File: config.mk
export PLATFORM = sky130hd
export DESIGN_NAME = fetch_sequencer_flat
export DESIGN_NICKNAME = d
export VERILOG_FILES = /design/src/rtl/cpu_pkg.sv /design/src/rtl/fetch_sequencer_if.sv /design/src/rtl/instr_decode.sv /design/src/rtl/fetch_sequencer.sv /design/src/flat_wrapper.sv
export SDC_FILE = /design/constraint.sdc
export NUM_CORES = 1
export LEC_CHECK = 0
export BUFFER_PORTS_ARGS = -buffer_cell sky130_fd_sc_hd__clkbuf_2
export CAP_MARGIN = 40
export CORE_MARGIN = 4
export CORE_UTILIZATION = 40
export DETAILED_ROUTE_END_ITERATION = 8
export GPL_ROUTABILITY_DRIVEN = 0
export PLACE_DENSITY_LB_ADDON = 0.12
export SLEW_MARGIN = 20
export SYNTH_ARGS = -nofsm -noshare
export SYNTH_HDL_FRONTEND = slang
export SYNTH_SLANG_ARGS = --single-unit
File: constraint.sdc
create_clock -name clk -period 1.35 [get_ports clk]
set_input_delay 0.27 -clock clk [delete_from_list [all_inputs] [get_ports clk]]
set_output_delay 0.27 -clock clk [all_outputs]
set_load 0.05 [all_outputs]
File: src/rtl/cpu_pkg.sv
// Shared CPU types and constants: instruction layout, fetch FSM states, decoded fields.
// FETCH_SINGLE_STEP_EN adds the StWaitStep state used by single-step fetch.
package cpu_pkg;

  localparam int unsigned ADDR_W  = 3;
  localparam int unsigned INSTR_W = 12;

  localparam int unsigned OPCODE_MSB = 11;
  localparam int unsigned OPCODE_LSB = 9;
  localparam int unsigned RA_MSB     = 8;
  localparam int unsigned RA_LSB     = 6;
  localparam int unsigned IMM_MSB    = 5;
  localparam int unsigned IMM_LSB    = 0;

  localparam logic [2:0] HALT_OPCODE = 3'b111;

  typedef enum logic [2:0] {
    StIdle,
    StAddr,
    StCapt,
    StIssue,
    StHalt
`ifdef FETCH_SINGLE_STEP_EN
    ,
    StWaitStep
`endif
  } fetch_state_t;

  typedef struct packed {
    logic [2:0] opcode;
    logic [2:0] ra;
    logic [5:0] imm;
  } instr_fields_t;

endpackage

File: src/rtl/fetch_sequencer_if.sv
// Memory read port plus the decoded-instruction handshake toward execute.
interface fetch_sequencer_if;
  import cpu_pkg::*;

  logic [ADDR_W-1:0]  mem_index;
  logic [INSTR_W-1:0] mem_data;
  logic               branch_valid;
  logic [ADDR_W-1:0]  branch_target;
  logic               instr_valid;
  logic               instr_ready;
  logic [2:0]         instr_opcode;
  logic [2:0]         instr_ra;
  logic [5:0]         instr_imm;
  logic [ADDR_W-1:0]  instr_pc;

  // Fetch side.
  modport master (
    output mem_index, instr_valid, instr_opcode, instr_ra, instr_imm, instr_pc,
    input  mem_data, branch_valid, branch_target, instr_ready
  );

  // Memory/execute side.
  modport slave (
    input  mem_index, instr_valid, instr_opcode, instr_ra, instr_imm, instr_pc,
    output mem_data, branch_valid, branch_target, instr_ready
  );

endinterface

File: src/rtl/instr_decode.sv
// Combinational split of a raw instruction word into opcode / ra / imm fields.
module instr_decode
  import cpu_pkg::*;
(
  input  logic [INSTR_W-1:0] instr,
  output instr_fields_t      fields
);

  always_comb begin
    fields.opcode = instr[OPCODE_MSB:OPCODE_LSB];
    fields.ra     = instr[RA_MSB:RA_LSB];
    fields.imm    = instr[IMM_MSB:IMM_LSB];
  end

endmodule

File: src/rtl/fetch_sequencer.sv
// Program counter and fetch FSM feeding decoded instructions to execute.
// Optional FETCH_SINGLE_STEP_EN adds step_mode/step and a wait-for-step state.
module fetch_sequencer
  import cpu_pkg::*;
(
  input  logic clk,
  input  logic reset,
  input  logic start,
  input  logic mem_load,
`ifdef FETCH_SINGLE_STEP_EN
  input  logic step_mode,
  input  logic step,
`endif
  output logic halted,
  fetch_sequencer_if.master bus
);

  fetch_state_t       state_q, state_d;
  logic [ADDR_W-1:0]  pc_q, pc_d;
  logic [INSTR_W-1:0] ir_q, ir_d;
  instr_fields_t      fields;

  instr_decode u_decode (
    .instr  (ir_q),
    .fields (fields)
  );

  always_comb begin
    state_d = state_q;
    pc_d    = pc_q;
    ir_d    = ir_q;
    // A load rewrites memory underneath us, so any in-flight fetch is stale.
    if (mem_load && (state_q != StIdle)) begin
      state_d = StIdle;
      pc_d    = '0;
    end else begin
      unique case (state_q)
        StIdle: begin
          if (start && !mem_load) begin
            state_d = StAddr;
            pc_d    = '0;
          end
        end
        StAddr: state_d = StCapt;
        StCapt: begin
          ir_d    = bus.mem_data;
          state_d = StIssue;
        end
        StIssue: begin
          if (bus.instr_ready) begin
            if (fields.opcode == HALT_OPCODE) begin
              state_d = StHalt;
            end else begin
              pc_d    = bus.branch_valid ? bus.branch_target : pc_q + 1'b1;
`ifdef FETCH_SINGLE_STEP_EN
              state_d = step_mode ? StWaitStep : StAddr;
`else
              state_d = StAddr;
`endif
            end
          end
        end
        StHalt: begin
          if (start) begin
            state_d = StAddr;
            pc_d    = '0;
          end
        end
`ifdef FETCH_SINGLE_STEP_EN
        StWaitStep: begin
          if (step) state_d = StAddr;
        end
`endif
        default: state_d = StIdle;
      endcase
    end
  end

  always_ff @(posedge clk) begin
    if (reset) begin
      state_q <= StIdle;
      pc_q    <= '0;
      ir_q    <= '0;
    end else begin
      state_q <= state_d;
      pc_q    <= pc_d;
      ir_q    <= ir_d;
    end
  end

  assign bus.mem_index    = pc_q;
  assign bus.instr_valid  = (state_q == StIssue);
  assign bus.instr_opcode = fields.opcode;
  assign bus.instr_ra     = fields.ra;
  assign bus.instr_imm    = fields.imm;
  assign bus.instr_pc     = pc_q;
  assign halted           = (state_q == StHalt);

endmodule

File: src/flat_wrapper.sv
// flat-port wrapper written by rule: the top's interface ports become plain ports
module fetch_sequencer_flat import cpu_pkg::*;
  (clk, reset, start, mem_load, halted, bus_mem_index, bus_instr_valid, bus_instr_opcode, bus_instr_ra, bus_instr_imm, bus_instr_pc, bus_mem_data, bus_branch_valid, bus_branch_target, bus_instr_ready);
  fetch_sequencer_if bus_i ();
  input  logic clk;
  input  logic reset;
  input  logic start;
  input  logic mem_load;
  output logic halted;
  output wire logic [$bits(bus_i.mem_index)-1:0] bus_mem_index;
  output wire logic [$bits(bus_i.instr_valid)-1:0] bus_instr_valid;
  output wire logic [$bits(bus_i.instr_opcode)-1:0] bus_instr_opcode;
  output wire logic [$bits(bus_i.instr_ra)-1:0] bus_instr_ra;
  output wire logic [$bits(bus_i.instr_imm)-1:0] bus_instr_imm;
  output wire logic [$bits(bus_i.instr_pc)-1:0] bus_instr_pc;
  input wire logic [$bits(bus_i.mem_data)-1:0] bus_mem_data;
  input wire logic [$bits(bus_i.branch_valid)-1:0] bus_branch_valid;
  input wire logic [$bits(bus_i.branch_target)-1:0] bus_branch_target;
  input wire logic [$bits(bus_i.instr_ready)-1:0] bus_instr_ready;
  assign bus_mem_index = bus_i.mem_index;
  assign bus_instr_valid = bus_i.instr_valid;
  assign bus_instr_opcode = bus_i.instr_opcode;
  assign bus_instr_ra = bus_i.instr_ra;
  assign bus_instr_imm = bus_i.instr_imm;
  assign bus_instr_pc = bus_i.instr_pc;
  assign bus_i.mem_data = bus_mem_data;
  assign bus_i.branch_valid = bus_branch_valid;
  assign bus_i.branch_target = bus_branch_target;
  assign bus_i.instr_ready = bus_instr_ready;
  fetch_sequencer u_core (.clk(clk), .reset(reset), .start(start), .mem_load(mem_load), .halted(halted), .bus(bus_i));
endmodule
==> metrics.csv <==
stage;metric;value;unit
outcome;status;complete, but fails checks;
worst_hold_path;Hold Path End;u_core.state_q[0];
synthesis;Syn Area/Cell;8.14;sq um
global_routing;met2 Use GR;29.0;%
floorplan;I/O pin count;41;
critical_path;FF-to-FF path depth;3;
timing;Layout Skew;5.27;ps
route;1st-iter DRT viols;4;
synthesis;Cell variety after synth;29;
place;# port buffers;40;
global_routing;global-route wire length before repair;3.37;mm
synthesis;sequential-to-total area share from yosys stat;42.5;%
timing;Setup violations, final;1;
global_routing;largest net degree at the start of global routing;13;
critical_path;Worst Path Arrival;1140;ps
clocking;worst skew pair latency;290;ps
clocking;htree depth;1;
critical_path;worst r2r src;u_core.state_q[0];
floorplan;Die Footprint;2920;sq um
floorplan;Core ar.;1980;sq um
synthesis;YS warnings;0;
global_routing;GRT Total Usage;15.8;%
final_layout;Inserted Diodes;0;
final_layout;leading cell type in the layout, fill and taps excluded;clkbuf_2;
critical_path;Critical Path RT;1080;ps
final_layout;most frequent cells in the layout;38 x clkbuf_2, 24 x nand2_1, 17 x a21oi_1;
final_layout;Area Overhead vs Synth;47.6;%
route;vias;878;
final_layout;fraction of layout cells with a size suffix above 1;52.0;%
final_layout;Core Util, Final;63.1;%
global_routing;GR Util met1;17.5;%
global_routing;Most Used Layer, Global Route;met2;
timing;final worst slack;-58.5;ps
final_layout;# nets final;173;
critical_path;Critical Path Fanout Max;5;
route;Post-Route WL;2.06;mm
route;Pre-antenna DRT Iters;4;
route;post-DR wirelength/cell;11.6;microns
synthesis;Mapped Cells;104;
clocking;CTS Hold Bufs;0;
timing;Relative slew margins;76.2;%
floorplan;starting density of the core;42.7;%
worst_hold_path;Hold Path Depth;2;
critical_path;kind of start point of the critical path;flip-flop;
timing;Hold Violations, Final;0;
global_routing;initial antenna violation count;0;
global_routing;GR met3 Demand/Resource;3.05;%
synthesis;Syn Nets;126;
final_layout;Fillers;203;
clocking;CTS clk-pin slew, worst paths;100;ps
pwr;Lkg Pwr;0.000575;uW
critical_path;CP Class;reg -> out;
pwr;PwrDens;885;nW/um^2
clocking;Sinks on Clock Net;18;
route;Via density;4.96;
job;maxcap violations;0;
route;Final ANT Viol Nets;0;
worst_hold_path;Worst Hold Class;in -> reg;
global_routing;total gr overflow;0;
outcome;failing checks;setup timing;
synthesis;Cell Area, Synth;847;sq um
timing;Tcrit/Tclk final;104;%
timing;Slew Viols, Final;0;
place;Cells after DPL;171;
timing;RSZ-0062 raised after global routing;yes;
clocking;clk root buf;clkbuf_4;
floorplan;Rows;16;
clocking;CTS buffer count;3;
synthesis;synthesized flop and latch total;18;
worst_hold_path;min-delay src;reset;
clocking;clock tree buffer depth;2;
floorplan;Die X;54.0;microns
final_layout;fin cells;177;
timing;pin slew with the least headroom to its limit;349;ps
critical_path;register-to-register setup slack;50;ps
timing;Fmax achieved;0.710;GHz
global_routing;number of global-route vias before repair;813;
pwr;Max IR drop VDD;470;uV
place;detailed placement HPWL;1.63;mm
route;# DRC;0;
timing;Final Critical Period;1410;ps
critical_path;R2R Path End;u_core.ir_q[5];
floorplan;die height;54.0;microns
critical_path;Worst Setup End Kind;output pin;
clocking;CTS tree;yes;
==> worst max-delay path, stage by stage, from the launching register on <==
cell	delay, ps
dfxtp_4	390
nor2_4	140
and2_4	160
clkbuf_16	150
==> power breakdown <==
part	leakage (uW)	internal, uW	switching, uW
Combinational	0.000404	85.7	130
Clock	0.0000210	164	165
Sequential	0.000150	545	16.2
Total	0.000575	795	312
==> cell type report <==
class                           count  area (sq um)  area share, %
Sequential cell                    18           375           30.0
Tap cell                           27          33.8           2.70
Timing Repair Buffer               50           315           25.2
Clock buffer                        4          36.3           2.90
Multi-Input combinational cell     76           477           38.1
Inverter                            2          12.5           1.00
==> sequential cells by signal, indices dropped and copies added, names as in the netlist <==
signal	count
u_core.state_q	3
u_core.bus.instr_pc	3
u_core.ir_q	12
==> Yosys cell counts <==
cell / number / area, sq um
a2111oi_0: 1 / 8.76
a21boi_2: 1 / 11.3
a21oi_1: 20 / 100
a21oi_2: 1 / 8.76
and2_1: 1 / 6.26
and3_1: 1 / 6.26
buf_2: 3 / 15.0
buf_4: 3 / 22.5
buf_6: 1 / 11.3
clkbuf_1: 1 / 3.75
dfxtp_1: 18 / 360
ha_1: 1 / 12.5
inv_1: 1 / 3.75
inv_2: 1 / 3.75
mux2i_1: 2 / 20.0
nand2_1: 25 / 93.8
nand2b_1: 2 / 12.5
nand3_1: 2 / 10.0
nand3b_2: 1 / 11.3
nand4_1: 1 / 6.26
nor2_1: 7 / 26.3
nor3_2: 1 / 10.0
nor3_4: 1 / 16.3
nor4_1: 2 / 12.5
nor4b_2: 1 / 15.0
o21a_1: 1 / 7.51
o31ai_1: 2 / 15.0
or2_2: 1 / 6.26
or4b_1: 1 / 10.0
==> repair_timing <==
action                                  4_1_cts  5_1_grt
buffers inserted                              0        2
endpoints found under the setup margin        5       11
pin swaps                                     2        2
gates resized for setup                      14        6
==> metrics by stage <==
step	setup TNS, ps	area [sq um]	setup WS, ps	hold WS (ps)	power, uW
CTS	-59.8	1210	-53.3	174	1110
floorplan	0	877	1.81	332	705
detailed placement	-56.5	1110	-48.2	449	774
global placement	-10.5	1110	-10.5	441	770
finish	-58.5	1250	-58.5	175	1110
global route	-201	1250	-117	168	1170
==> worst max-delay path by stage <==
stage | endpoint | start | cells past startpoint | slack (ps)
after floorplan | u_core.bus.instr_pc[1] | u_core.state_q[2] | 7 | 2
after global placement | u_core.bus.instr_pc[1] | u_core.state_q[0] | 5 | -10
after detailed placement | u_core.bus.instr_pc[1] | u_core.state_q[0] | 5 | -50
after CTS | halted | u_core.state_q[1] | 3 | -50
after global routing | halted | u_core.state_q[0] | 3 | -120
final | halted | u_core.state_q[0] | 3 | -60
==> routing by layer <==
metal / up-vias / wire length [microns]
li1: 449 / -
met1: 401 / 831
met2: 24 / 1060
met3: 4 / 145
met4: 0 / 25
met5: - / 0
==> logic make-up after synthesis <==
group,count (synthesis),synth area share [%]
flip-flops,18,42.5
AND/OR/NAND/NOR,47,28.7
adder cells (fa/ha/maj),1,1.48
AO/OA/AOI/OAI,26,17.9
buffers and inverters,10,7.09
multiplexers,2,2.36
No activity file was read; power rests on OpenSTA's default activity.
